### config.mk
export PLATFORM = sky130hd
export DESIGN_NAME = mem_port_arbiter
export DESIGN_NICKNAME = d
export VERILOG_FILES = /design/src/rtl/mem_port_arbiter.sv
export SDC_FILE = /design/constraint.sdc
export NUM_CORES = 1
export LEC_CHECK = 0
export CAP_MARGIN = 20
export CORE_AREA = 2 2 105 107
export CTS_CLUSTER_SIZE = 12
export DETAILED_ROUTE_END_ITERATION = 8
export DIE_AREA = 0 0 107 109
export DONT_BUFFER_PORTS = 1
export PLACE_DENSITY_LB_ADDON = 0.3
export SYNTH_ARGS = -nofsm -noshare
export SYNTH_HDL_FRONTEND = slang
export SYNTH_SLANG_ARGS = --single-unit
### constraint.sdc
create_clock -name clk -period 2 [get_ports clk]
set_input_delay 0.4 -clock clk [delete_from_list [all_inputs] [get_ports clk]]
set_output_delay 0.4 -clock clk [all_outputs]
set_load 0.01 [all_outputs]
### src/rtl/mem_port_arbiter.sv
//------------------------------------------------------------------------------
// Module   : mem_port_arbiter
// Brief    : Shares one memory port between instruction fetch and data access,
//            with bounded fetch starvation, access timeout and pipeline stall.
// Revision : 1.0 - initial release
//------------------------------------------------------------------------------
`default_nettype none

module mem_port_arbiter #(
  parameter int AW            = 32,
  parameter int DW            = 32,
  parameter int TIMEOUT       = 64,
  parameter int MAX_DM_STREAK = 4
) (
  input  logic          clk,
  input  logic          rst_n,
  input  logic          if_req,
  input  logic [AW-1:0] if_addr,
  output logic [DW-1:0] if_rdata,
  output logic          if_ready,
  input  logic          dm_req,
  input  logic          dm_we,
  input  logic [AW-1:0] dm_addr,
  input  logic [DW-1:0] dm_wdata,
  output logic [DW-1:0] dm_rdata,
  output logic          dm_ready,
  output logic          mem_cs,
  output logic          mem_we,
  output logic [AW-1:0] mem_addr,
  output logic [DW-1:0] mem_wdata,
  input  logic [DW-1:0] mem_rdata,
  input  logic          mem_ack,
  output logic          pipe_stall,
  output logic          bus_err
);

  localparam int c_WW = (TIMEOUT > 2) ? $clog2(TIMEOUT) : 1;
  localparam int c_SW = $clog2(MAX_DM_STREAK + 1);
  localparam logic [c_WW-1:0] c_TO_LAST    = c_WW'(TIMEOUT - 1);
  localparam logic [c_SW-1:0] c_STREAK_MAX = c_SW'(MAX_DM_STREAK);

  typedef enum logic [1:0] {
    S_IDLE   = 2'd0,
    S_IF_ACC = 2'd1,
    S_DM_ACC = 2'd2,
    S_DONE   = 2'd3
  } state_t;

  state_t          r_state;
  logic [c_WW-1:0] r_wait_cnt;
  logic [c_SW-1:0] r_streak;

  logic w_grant_dm;
  logic w_finish;

  // Data wins unless the waiting fetch has already lost MAX_DM_STREAK times.
  assign w_grant_dm = dm_req & ~(if_req & (r_streak == c_STREAK_MAX));
  // An ack on the last allowed cycle still counts as a successful access.
  assign w_finish   = mem_ack | (r_wait_cnt == c_TO_LAST);
  assign pipe_stall = (if_req & ~if_ready) | (dm_req & ~dm_ready);

  always_ff @(posedge clk) begin
    if (!rst_n) begin
      r_state    <= S_IDLE;
      r_wait_cnt <= '0;
      r_streak   <= '0;
      mem_cs     <= 1'b0;
      mem_we     <= 1'b0;
      mem_addr   <= '0;
      mem_wdata  <= '0;
      if_rdata   <= '0;
      dm_rdata   <= '0;
      if_ready   <= 1'b0;
      dm_ready   <= 1'b0;
      bus_err    <= 1'b0;
    end else begin
      if_ready <= 1'b0;
      dm_ready <= 1'b0;
      case (r_state)
        S_IDLE: begin
          if (if_req || dm_req) begin
            r_wait_cnt <= '0;
            mem_cs     <= 1'b1;
            if (w_grant_dm) begin
              r_state   <= S_DM_ACC;
              mem_we    <= dm_we;
              mem_addr  <= dm_addr;
              mem_wdata <= dm_wdata;
              if (!if_req) begin
                r_streak <= '0;
              end else if (r_streak != c_STREAK_MAX) begin
                r_streak <= r_streak + 1'b1;
              end
            end else begin
              r_state   <= S_IF_ACC;
              mem_we    <= 1'b0;
              mem_addr  <= if_addr;
              mem_wdata <= '0;
              r_streak  <= '0;
            end
          end
        end
        S_IF_ACC, S_DM_ACC: begin
          r_wait_cnt <= r_wait_cnt + 1'b1;
          if (w_finish) begin
            r_state <= S_DONE;
            mem_cs  <= 1'b0;
            mem_we  <= 1'b0;
            if (!mem_ack) begin
              bus_err <= 1'b1;
            end
            if (r_state == S_DM_ACC) begin
              dm_ready <= 1'b1;
              dm_rdata <= (mem_ack && !mem_we) ? mem_rdata : '0;
            end else begin
              if_ready <= 1'b1;
              if_rdata <= mem_ack ? mem_rdata : '0;
            end
          end
        end
        S_DONE: begin
          r_state <= S_IDLE;
        end
        default: begin
          r_state <= S_IDLE;
        end
      endcase
    end
  end

endmodule

`default_nettype wire

==> impl_summary.md, run 1 <==
STA
Setup repair after global routing left no endpoint under its margin. The relative slew slack is 0.651. The final count of hold timing violations is 0. For the pin with the worst max-slew slack, the measured transition is 0.518 ns.

Setup violations remaining at the end of the flow were counted as 0. The count of final max-slew check failures is 0. The worst clock skew on the final layout is 0.00955 ns.

Derived from the worst setup path, the maximum achievable clock frequency is 0.554 GHz. Hold is met by 0.0149 ns. The period utilization is 0.903. After routing, the total negative slack on setup checks comes to 0 ns. The time the final worst path needs with I/O delays and setup is 1.81 ns.

Routing
Once detail routing completed, the nets flagged for antenna violations numbered 0. In the routed layout, each cell is associated on average with a via count of 5.85. The length of the first detailed-routing pass in iterations is 6. The number of remaining DRC errors is 0. The aggregate routed wire length is 15,000 µm. The detailed-route via count is 4,994. The number of DRC violations after detailed-routing iteration 0 is 395. After detailed routing, the average wire length per cell comes to 17.5 µm.

Pwr
Of the total power, the clock network draws 0.343. The sequential fraction of design power is 0.441. The reported net switching power is 3.20 mW. The static leakage power is 2.37 nW. The combinational fraction of design power is 0.216. Dividing total power by cell area gives a power density of 1400 mW/mm². IR analysis of the VDD net gives a maximum drop of 649 µV. Of the total power, the share spent switching nets is 0.346. Cell internal power was estimated by the tool at 6.03 mW.

Yosys
The netlist area before placement is 0.00575 mm². sky130_fd_sc_hd__dfxtp_1 takes more of the synthesized area than any other cell. The count of state elements after synthesis is 144. The count of warnings emitted by yosys is 0. The top-area cell type share of the netlist area is 0.502. The synthesized area divided by synthesized cell count is 8.08 µm². The number of enable-type register cells in the synthesized netlist is 0.

The most instantiated flip-flop cell in the synthesis netlist is sky130_fd_sc_hd__dfxtp_1. Of the synthesized area, sequential elements account for 0.502. The cell count after synthesis came out at 711. The number of nets in the synthesized netlist is 851. In the post-synthesis netlist, the biggest area contributors are sky130_fd_sc_hd__dfxtp_1, sky130_fd_sc_hd__nand2_1, sky130_fd_sc_hd__o21ai_0.

In this run, distinct cell masters in the synthesized netlist total 40. The async set-reset flop share out of synthesis is 0.

Hold path
The tightest min-delay check is of the input port to flip-flop type.

Floorplan
The die is 107 µm wide. The count of pins on the block boundary is 268. The die covers 0.0117 mm². In this run the standard cell core region covers 0.0106 mm². The initial utilization of the core area, before any placement, comes to 0.542. From bottom edge to top edge, the die measures 109 µm. The floorplan has 38 rows.

Final layout
The final layout contains 840 nets. The cell area after layout is 0.00659 mm². The end-of-flow core utilization is 0.621. The final non-filler cell total is 853. The proportion of layout cells with a drive suffix above 1 is 0.0771. The signed area change from the synthesized netlist to the final layout is 14.7%. The count of antenna diodes in the layout is 0.

Clocking
The deepest clock path buffer count is 2. The root buffer cell chosen for the clock tree is sky130_fd_sc_hd__clkbuf_8. In this run, CTS created clock tree buffers numbering 17. The number of post-CTS setup repair buffers is 0. For the worst-skew pair, the clock arrives at the later sink with an insertion delay of 0.52 ns. The H-tree was split into 4 levels. TritonCTS built the clock tree. Clock tree synthesis found a total of 144 sinks. The clock slew seen by the registers of the worst setup and hold paths is 0.07 ns.

Global route
The initial antenna violation count is 0. Summed over all layers, the global routing overflow is 0. The maximum number of pins on one net before global-route repair is 174. The wire length of the first global-routing pass is 22,700 µm. The global router's overall resource usage is 0.247. The number of global-route vias before repair was 4,691.

Placed design
Summing all placed instances gives a cell area of 0.00579 mm². The port buffer count is 0. Including well taps, the total number of placed cells is 801. The HPWL after detailed placement is 9860 µm. Routability-driven placement finished with a final weighted congestion of 0.799.

Worst setup path
The highest-delay cell along the critical path is sky130_fd_sc_hd__ha_2. The critical path goes through inv_1 > ha_2 > nand2_1 > o31ai_4 > buf_12 > nand3_1 > o21ai_0. The maximum fanout along the worst path is 64.

The critical path is of the flip-flop to flip-flop type. For the worst setup path, the data arrival time is 2.24 ns. The delay contributed by the slowest stage of the critical path is 0.44 ns. The required time of the critical path is 2.43 ns. The nature of the critical path endpoint is a flip-flop. STA classifies the critical path startpoint as a flip-flop.

Outcome
The flow ran to the end, and the final reports show no timing, DRC or antenna violations.

Job
The max-capacitance violation count is 0.
[cell usage after synthesis, types with 4 or more instances]
cell type / n
sky130_fd_sc_hd__a21boi_0: 34
sky130_fd_sc_hd__a31oi_1: 33
sky130_fd_sc_hd__buf_1: 5
sky130_fd_sc_hd__buf_2: 16
sky130_fd_sc_hd__buf_4: 4
sky130_fd_sc_hd__clkbuf_1: 32
sky130_fd_sc_hd__dfxtp_1: 144
sky130_fd_sc_hd__ha_1: 6
sky130_fd_sc_hd__inv_1: 6
sky130_fd_sc_hd__nand2_1: 205
sky130_fd_sc_hd__nand3_1: 66
sky130_fd_sc_hd__nor2_1: 10
sky130_fd_sc_hd__o21ai_0: 67
sky130_fd_sc_hd__o21ai_1: 7
sky130_fd_sc_hd__o22ai_1: 34
[critical path, delay by kind of cell (launching register included)]
kind	cells	cell delay (ns)
flops	1	0.35
compound gates	2	0.32
buf+inv	2	0.35
fa+ha+maj	1	0.44
simple gates	2	0.25
[cells in the final DEF (no fill, tap or decap), drive strengths merged, types with 12 or more instances in the layout]
master | Yosys | layout
a31oi | 33 | 33
o22ai | 34 | 34
inv | 6 | 14
o21ai | 75 | 75
clkbuf | 34 | 18
nand3 | 67 | 67
buf | 28 | 12
nand2 | 205 | 205
dfxtp | 144 | 144
a21boi | 34 | 34
dlygate4sd3 | 0 | 20
[metal layers]
layer  routed length, µm  vias up  track usage
li1                    -     2424            -
met1                5550     2288        0.271
met2                7300      253        0.414
met3                1740       29        0.106
met4                 365        0        0.120
met5                   0        -            0
[through the flow]
| stage | power (mW) | setup WS, ns |
|---|---|---|
| floorplan | 5.53 | 0.343 |
| finish | 9.23 | 0.194 |
| global placement | 5.96 | 0.277 |
| global route | 9.72 | 0.0592 |
| CTS | 9.28 | 0.117 |
| detailed placement | 6.06 | 0.170 |
[final timing paths]
path                start      endpoint  slack, ns  depth (start not counted)
min reg2reg    r_state[0]    r_state[0]       0.47                          2
min          mem_rdata[5]   dm_rdata[5]       0.01                          2
max            r_state[1]  dm_rdata[11]       0.19                          7
max reg2reg    r_state[1]  dm_rdata[11]       0.19                          7
[final cells by class]
type / count / area, µm²
Clock buffer: 18 / 428
Clock inverter: 14 / 169
Fill cell: 916 / 4020
Inverter: 6 / 22.5
Multi-Input combinational cell: 499 / 2560
Sequential cell: 144 / 2880
Tap cell: 140 / 175
Timing Repair Buffer: 32 / 353
[flip-flops by register name, indices dropped and copies added, names as in the netlist, 2 cells and up]
signal	count
mem_wdata	32
r_wait_cnt	6
r_state	2
if_rdata	32
dm_rdata	32
mem_addr	32
r_streak	3
[cell families after synthesis]
logic type	Yosys count	share of synthesized area
AOI/OAI and AO/OA	186	0.199
xor gates and xnor gates	3	0.00457
adders and majority gates	6	0.0131
buffers and inverters	68	0.0549
DFF	144	0.502
muxes	2	0.00348
and+or+nand+nor	302	0.223
[what timing repair did]
item                                    4_1_cts  5_1_grt
endpoints found under the setup margin        0       16
hold endpoints to repair                     22        2
resized for setup                             0        1
hold buffers                                 18        2
[power groups by stage]
stage | Combinational [mW] | Clock [mW] | Sequential (mW)
floorplan | 1.54 | 0 | 3.98
global placement | 1.84 | 0 | 4.12
detailed placement | 1.93 | 0 | 4.13
CTS | 1.97 | 3.23 | 4.07
global route | 2.23 | 3.36 | 4.13
finish | 2.00 | 3.16 | 4.07
Power figures use the tool's default switching activity.
==> inputs of run 2 (changes only) <==
Settings changed: PLACE_DENSITY_LB_ADDON 0.3 to 0.1.
==> run 2 against run 1 <==
Wire length is 3.7% lower; worst hold slack improved by 0.012 ns; non-clock buffer count shrank 16; critical path type unchanged.
==> impl_summary.md, run 2 (same netlist as run 1, synthesis figures left out) <==
Outcome
The run finished with clean final reports.

STA
The smallest hold slack is 0.0264 ns (+0.0115 ns). The fmax came to 0.565 GHz (+2.1%). The relative slew slack is 0.610 (-0.0409). The summed negative setup slack over all endpoints was 0 ns (unchanged).

The post-route worst setup slack is 0.232 ns (+0.0374 ns). Setup repair after global routing left no endpoint under its margin. The setup-violating endpoint count in the final report came to 0 (unchanged). The period utilization is 0.884 (-0.0187). The count of final max-slew check failures is 0 (unchanged). The time the final worst path needs with I/O delays and setup was 1.77 ns (-0.0374 ns). The final count of hold timing violations is 0 (unchanged). The worst clock skew on the final layout is 0.00782 ns (-0.00173 ns). The slew at the pin closest to its max-slew limit came to 0.585 ns (+0.0668 ns).

Routing
The wire length per cell is 17.2 µm (-1.8%). The highest metal layer carrying signal wires in the routed design is met4. The detailed-route via count is 4,857 (-2.7%). The number of routed nets with antenna violations is 0 (unchanged).

The wire length on met1 is 5430 µm (-2.2%). The met3 wirelength from detailed routing was 1580 µm (-9.4%). The length of the first detailed-routing pass in iterations came to 4 (-2).

The aggregate routed wire length is 14,400 µm (-3.7%). The number of remaining DRC errors came to 0 (unchanged). The sum of met2 wire segment lengths after detailed routing is 7120 µm (-2.5%). The number of DRC violations after detailed-routing iteration 0 came to 380 (-3.8%). The via density per instance is 5.80 (-0.88%).

Hold path
The worst hold path terminates at dm_rdata[17]. The worst hold path begins at mem_rdata[17]. The number of cells traversed by the worst hold path is 2 (unchanged). The class of the tightest hold or removal check is input port to flip-flop.

Pwr
The fraction of power spent switching nets came to 0.345 (-0.00120). The maximum vdd ir drop is 691 µV (+6.5%). The internal cell power is 5.87 mW (-2.7%). The areal power density over the cells was 1400 mW/mm² (about the same).

The reported net switching power is 3.09 mW (-3.2%). The combinational fraction of design power is 0.212 (-0.004). The static leakage power is 2.29 nW (-3.4%). The sequential fraction of design power is 0.456 (+0.015). The clock power share was 0.332 (-0.011).

Worst setup path
The highest-delay cell along the critical path is sky130_fd_sc_hd__ha_2. The terminus of the critical flop-to-flop path is dm_rdata[3]. On the critical path the largest part of the delay comes from adder cells. Walking the worst path, the cells encountered are inv_1 > ha_2 > nand2_1 > o31ai_4 > buf_12 > nand3_1 > o21ai_0. The worst reg-to-reg path cell count is 7 (unchanged). The critical path arrival is 2.21 ns (-0.03 ns). The type of origin of the critical path is a flip-flop. The maximum fanout along the worst path came to 64 (unchanged). STA classifies the critical path endpoint as a flip-flop. The delay contributed by the slowest stage of the critical path is 0.42 ns (-0.02 ns). The worst setup slack for register-to-register paths came to 0.23 ns (+0.04 ns). The required time of the critical path was 2.44 ns (about the same).

The number of buffer and inverter instances along the worst setup path was 2 (unchanged). The worst setup path is of the flip-flop to flip-flop kind. The source of the worst register-to-register timing path is r_state[1].

Placed design
The HPWL after detailed placement is 9840 µm (-0.27%). The routability congestion estimate is 0.807 (+0.98%). The worst slack at placement was 0.185 ns (+0.0150 ns). The port buffer count is 0 (unchanged). The placed cell area is 0.00579 mm² (unchanged).

Global route
The maximum number of pins on one net before global-route repair is 178 (+2.3%). The global router's overall resource usage is 0.239 (-0.00882). The wire length of the first global-routing pass is 22,000 µm (-3.0%).

The number of global-route vias before repair is 4,464 (-4.8%). The initial antenna violation count came to 0 (unchanged). The remaining global-route overflow is 0 (unchanged).

Final layout
The count of antenna diodes in the layout is 0 (unchanged). The filler cell count is 949 (+3.6%). In the layout the commonest cells are sky130_fd_sc_hd__nand2_1, sky130_fd_sc_hd__dfxtp_1, sky130_fd_sc_hd__o21ai_0.

The proportion of layout cells with a drive suffix above 1 is 0.0789 (+0.00177). The net count reported at finish is 824 (-1.9%). The most common cell after layout, fill and taps aside is sky130_fd_sc_hd__nand2_1. The cell area after layout is 0.00640 mm² (-2.8%). The end-of-flow core utilization is 0.604 (-0.0177). The signed area change from the synthesized netlist to the final layout is 11.4%.

Clocking
The root buffer cell chosen for the clock tree is sky130_fd_sc_hd__clkbuf_8. The TritonCTS buffer count came to 17 (unchanged). The deepest clock path buffer count is 2 (unchanged). The clock latency on the worst-skew pair is 0.51 ns (about the same).

The H-tree level count is 4 (unchanged). TritonCTS built the clock tree. The clock slew seen by the registers of the worst setup and hold paths is 0.06 ns (about the same). The sink count of the clock tree is 144 (unchanged).

Floorplan
The effective utilization at floorplan is 0.542 (unchanged). The number of standard-cell rows in the floorplan is 38 (unchanged). The core area is 0.0106 mm² (unchanged).

The count of pins on the block boundary is 268 (unchanged). The die outline width is 107 µm (unchanged). The die boundary height is 109 µm (unchanged). The total die area is 0.0117 mm² (unchanged).

Job
The max-capacitance violation count is 0 (unchanged).
## run 2: cell count changes in the layout (fill, tap and decap cells not counted)
| cell | before | now |
|---|---|---|
| sky130_fd_sc_hd__dlygate4sd3_1 | 20 | 4 |
| sky130_fd_sc_hd__clkinv_4 | 1 | 4 |
| sky130_fd_sc_hd__inv_8 | 3 | 0 |
| sky130_fd_sc_hd__bufinv_16 | 2 | 1 |
| sky130_fd_sc_hd__clkbuf_8 | 2 | 3 |
| sky130_fd_sc_hd__clkinv_2 | 0 | 1 |
| sky130_fd_sc_hd__inv_6 | 5 | 4 |
## run 2: routing by layer
layer  global-route usage  up-vias
met2                0.404      226
met3                0.108       24
li1                     -     2387
met5                    0        -
met1                0.264     2220
met4               0.0900        0
## run 2: stage by stage
stage                     std cells  power (mW)
after global placement          801        5.96
after CTS                       836        9.02
after detailed placement        801        6.03
after global routing            837        9.50
final                           837        8.97
after floorplan                 711        5.53
## run 2: power by group through the flow
stage / registers [mW] / logic [mW] / clock network [mW]
floorplan: 3.98 / 1.54 / 0
detailed placement: 4.14 / 1.89 / 0
CTS: 4.09 / 1.89 / 3.04
finish: 4.08 / 1.90 / 2.98
global route: 4.14 / 2.16 / 3.20
global placement: 4.14 / 1.82 / 0
## run 2: area by class of cell
class                   count  area (µm²)  area share
well taps                 140         175      0.0274
repair buffers             16         193      0.0301
multi-input cells         499        2560       0.400
clock inverters            13         128      0.0199
clock buffers              19         442      0.0690
flip-flops and latches    144        2880       0.450
inverters                   6        22.5     0.00352
## run 2: worst reg2reg max path: stages, from the launching register on
cell and delay [ns]:
sky130_fd_sc_hd__dfxtp_1 0.35, sky130_fd_sc_hd__inv_1 0.08, sky130_fd_sc_hd__ha_2 0.43, sky130_fd_sc_hd__nand2_1 0.13, sky130_fd_sc_hd__o31ai_4 0.22, sky130_fd_sc_hd__buf_12 0.27, sky130_fd_sc_hd__nand3_1 0.14, sky130_fd_sc_hd__o21ai_0 0.08
## run 2: timing repair
action / in CTS / in global routing
setup buffers: 0 / 0
hold buffers: 3 / 1
resized for setup: 0 / 1
endpoints found under the hold margin: 3 / 1
endpoints found under the setup margin: 0 / 1
## run 2: how the worst max path moves through the flow
stage          cells past startpoint           end        from  slack [ns]
2_1_floorplan                      6  dm_rdata[10]  r_state[1]        0.34
3_3_place_gp                       7  dm_rdata[14]  r_state[1]        0.26
3_5_place_dp                       7  dm_rdata[13]  r_state[1]        0.19
4_1_cts                            7  dm_rdata[13]  r_state[1]        0.17
5_1_grt                            7  dm_rdata[30]  r_state[1]        0.08
6_report                           7   dm_rdata[3]  r_state[1]        0.23
==> inputs of run 3 (changes only) <==
Settings changed: CELL_PAD_IN_SITES_DETAIL_PLACEMENT from default to 1, CELL_PAD_IN_SITES_GLOBAL_PLACEMENT from default to 1, CORE_AREA 2 2 105 107 to default, CORE_MARGIN from default to 2, CORE_UTILIZATION from default to 44, CTS_CLUSTER_SIZE 12 to 25, DIE_AREA 0 0 107 109 to default, SKIP_LAST_GASP from default to 1.
==> run 3 against run 2 <==
Final area is 2.2% higher; first-iteration DRC count fell by 19%; utilization shrank 8.7 points; worst hold slack improved by 0.082 ns; non-clock buffer count down 3; via count grew 1.9%; combinational power rose by 10%; clock power is 21% higher; critical path depth did not move; clock skew decreased by 0.0011 ns; total power grew 9.3%; setup slack worse by 0.071 ns.
==> impl_summary.md, run 3 (same netlist as run 1, synthesis figures left out) <==
Floorplan
The effective utilization at floorplan was 0.453 (-0.0885). The number of standard-cell rows in the floorplan was 41 (+7.9%). The total die area was 0.0140 mm² (+20%). The count of pins on the block boundary was 268 (unchanged). The die boundary height was 118 µm (+8.5%).

The core area came to 0.0127 mm² (+20%). The die outline width is 118 µm (+11%).

Routing
The wire length per cell is 20.2 µm (+17%). The number of DRC violations after detailed-routing iteration 0 is 308 (-19%). The detailed-route via count is 4,951 (+1.9%).

The length of the first detailed-routing pass in iterations was 4 (unchanged). The via density per instance was 5.72 (-1.5%). The number of remaining DRC errors is 0 (unchanged). The aggregate routed wire length was 17,500 µm (+21%). The number of routed nets with antenna violations is 0 (unchanged).

Global route
The maximum number of pins on one net before global-route repair is 178 (unchanged). The initial antenna violation count was 0 (unchanged). The number of global-route vias before repair came to 5,105 (+14%). The wire length of the first global-routing pass is 27,200 µm (+24%).

The remaining global-route overflow is 0 (unchanged). The global router's overall resource usage is 0.246 (+0.00739).

STA
The fmax was 0.544 GHz (-3.9%). Setup repair after global routing left no endpoint under its margin. The final count of hold timing violations came to 0 (unchanged).

The count of final max-slew check failures is 0 (unchanged). The time the final worst path needs with I/O delays and setup came to 1.84 ns (+0.0710 ns). The relative slew slack is 0.650 (+0.0402).

The setup-violating endpoint count in the final report is 0 (unchanged). The period utilization is 0.920 (+0.0355). The worst clock skew on the final layout is 0.00670 ns (-0.00112 ns). The slew at the pin closest to its max-slew limit is 0.520 ns (-0.0657 ns). The summed negative setup slack over all endpoints was 0 ns (unchanged).

Final layout
The signed area change from the synthesized netlist to the final layout is 13.9%. The filler cell count is 1,505 (+59%). The combined flip-flop and latch cell area is 0.00288 mm² (unchanged).

The count of antenna diodes in the layout was 0 (unchanged). The most common cell after layout, fill and taps aside is sky130_fd_sc_hd__nand2_1. The net count reported at finish is 821 (-0.36%). The footprint of the multi-input gates is 0.00257 mm² (+0.39%). In the layout the commonest cells are sky130_fd_sc_hd__nand2_1, sky130_fd_sc_hd__dfxtp_1, sky130_fd_sc_hd__o21ai_0. The proportion of layout cells with a drive suffix above 1 is 0.0793 (+0.000341). The cell area after layout is 0.00654 mm² (+2.2%).

Clocking
The H-tree level count is 4 (unchanged). The number of buffers added to fix hold violations after cts is 0 (-3). The clock latency on the worst-skew pair is 0.42 ns (-0.09 ns). The clock tree from TritonCTS is done. The deepest clock path buffer count was 2 (unchanged).

The number of post-CTS setup repair buffers was 0 (unchanged). The TritonCTS buffer count is 17 (unchanged). The clock slew seen by the registers of the worst setup and hold paths was 0.06 ns (about the same). The sink count of the clock tree is 144 (unchanged). The post-cts sizing count is 0 (unchanged). CTS placed an instance of sky130_fd_sc_hd__clkbuf_16 at the clock tree root.

Worst setup path
The signal on the critical path passes through inv_1 > ha_4 > nand2_1 > o31ai_4 > buf_12 > nand3_1 > o21ai_0. The delay contributed by the slowest stage of the critical path is 0.39 ns (-0.03 ns). The maximum fanout along the worst path is 32 (-50%). The required time of the critical path was 2.34 ns (-0.10 ns). The number of buffer and inverter instances along the worst setup path is 2 (unchanged).

The path type of the worst setup path is flip-flop to flip-flop. The type of origin of the critical path is a flip-flop. The highest-delay cell along the critical path is sky130_fd_sc_hd__o31ai_4. STA classifies the critical path endpoint as a flip-flop. The critical path arrival is 2.18 ns (-0.03 ns). The family of cells with the greatest summed delay on the critical path is compound AO/OA/AOI/OAI gates.

Placed design
The placed cell area is 0.00583 mm² (+0.69%). The port buffer count is 0 (unchanged). The HPWL after detailed placement is 11,800 µm (+20%). The routability congestion estimate came to 0.795 (-1.4%).

Hold path
The class of the tightest hold or removal check is input port to flip-flop.

Job
The max-capacitance violation count was 0 (unchanged).

Pwr
The maximum vdd ir drop is 652 µV (-5.7%). The power after layout was 9.80 mW (+9.3%). The areal power density over the cells was 1500 mW/mm² (+6.9%). The static leakage power is 2.34 nW (+2.3%).

Outcome
The flow ran to the end, and the final reports show no timing, DRC or antenna violations.
==> run 3: cell count changes in the layout (fill, tap and decap cells not counted), moves of 2 or more <==
cell	change
sky130_fd_sc_hd__bufinv_16	+5
sky130_fd_sc_hd__dlygate4sd3_1	-4
sky130_fd_sc_hd__clkinvlp_4	-2
sky130_fd_sc_hd__clkbuf_16	+2
sky130_fd_sc_hd__clkinv_4	-2
sky130_fd_sc_hd__clkbuf_8	-2
sky130_fd_sc_hd__inv_6	-2
==> run 3: layout make-up <==
class                   instances  area share
flip-flops and latches        144       0.441
inverters                       6     0.00344
multi-input cells             499       0.393
clock buffers                  19      0.0677
clock inverters                13      0.0356
repair buffers                 13      0.0272
well taps                     172      0.0329
==> run 3: per-layer routing <==
layer	global-route usage	share of wire	vias up
li1	-	-	2382
met1	0.259	0.39	2331
met2	0.417	0.48	198
met3	0.110	0.097	40
met4	0.119	0.034	0
met5	0	0	-
==> run 3: worst paths after layout <==
path,startpoint,end,slack (ns),cells past startpoint
setup reg to reg,r_state[1],dm_rdata[3],0.16,7
hold / removal,rst_n,r_wait_cnt[0],0.11,1
hold reg to reg,r_state[0],r_state[0],0.47,2
setup / recovery,r_state[1],dm_rdata[3],0.16,7
==> run 3: stage by stage <==
step,setup slack [ns],instances,util,hold slack (ns)
floorplan,0.343,711,-,0.438
global placement,0.227,833,0.460,0.451
detailed placement,0.111,833,0.460,0.466
CTS,0.0656,865,0.513,0.0882
global route,0.0220,866,0.516,0.0927
finish,0.161,866,0.516,0.108
==> run 3: where the power goes <==
| group | total, mW | switching, mW | internal, mW |
|---|---|---|---|
| registers | 4.10 | 0.669 | 3.43 |
| clock network | 3.61 | 1.23 | 2.38 |
| logic | 2.09 | 1.31 | 0.782 |
| total | 9.80 | 3.21 | 6.59 |
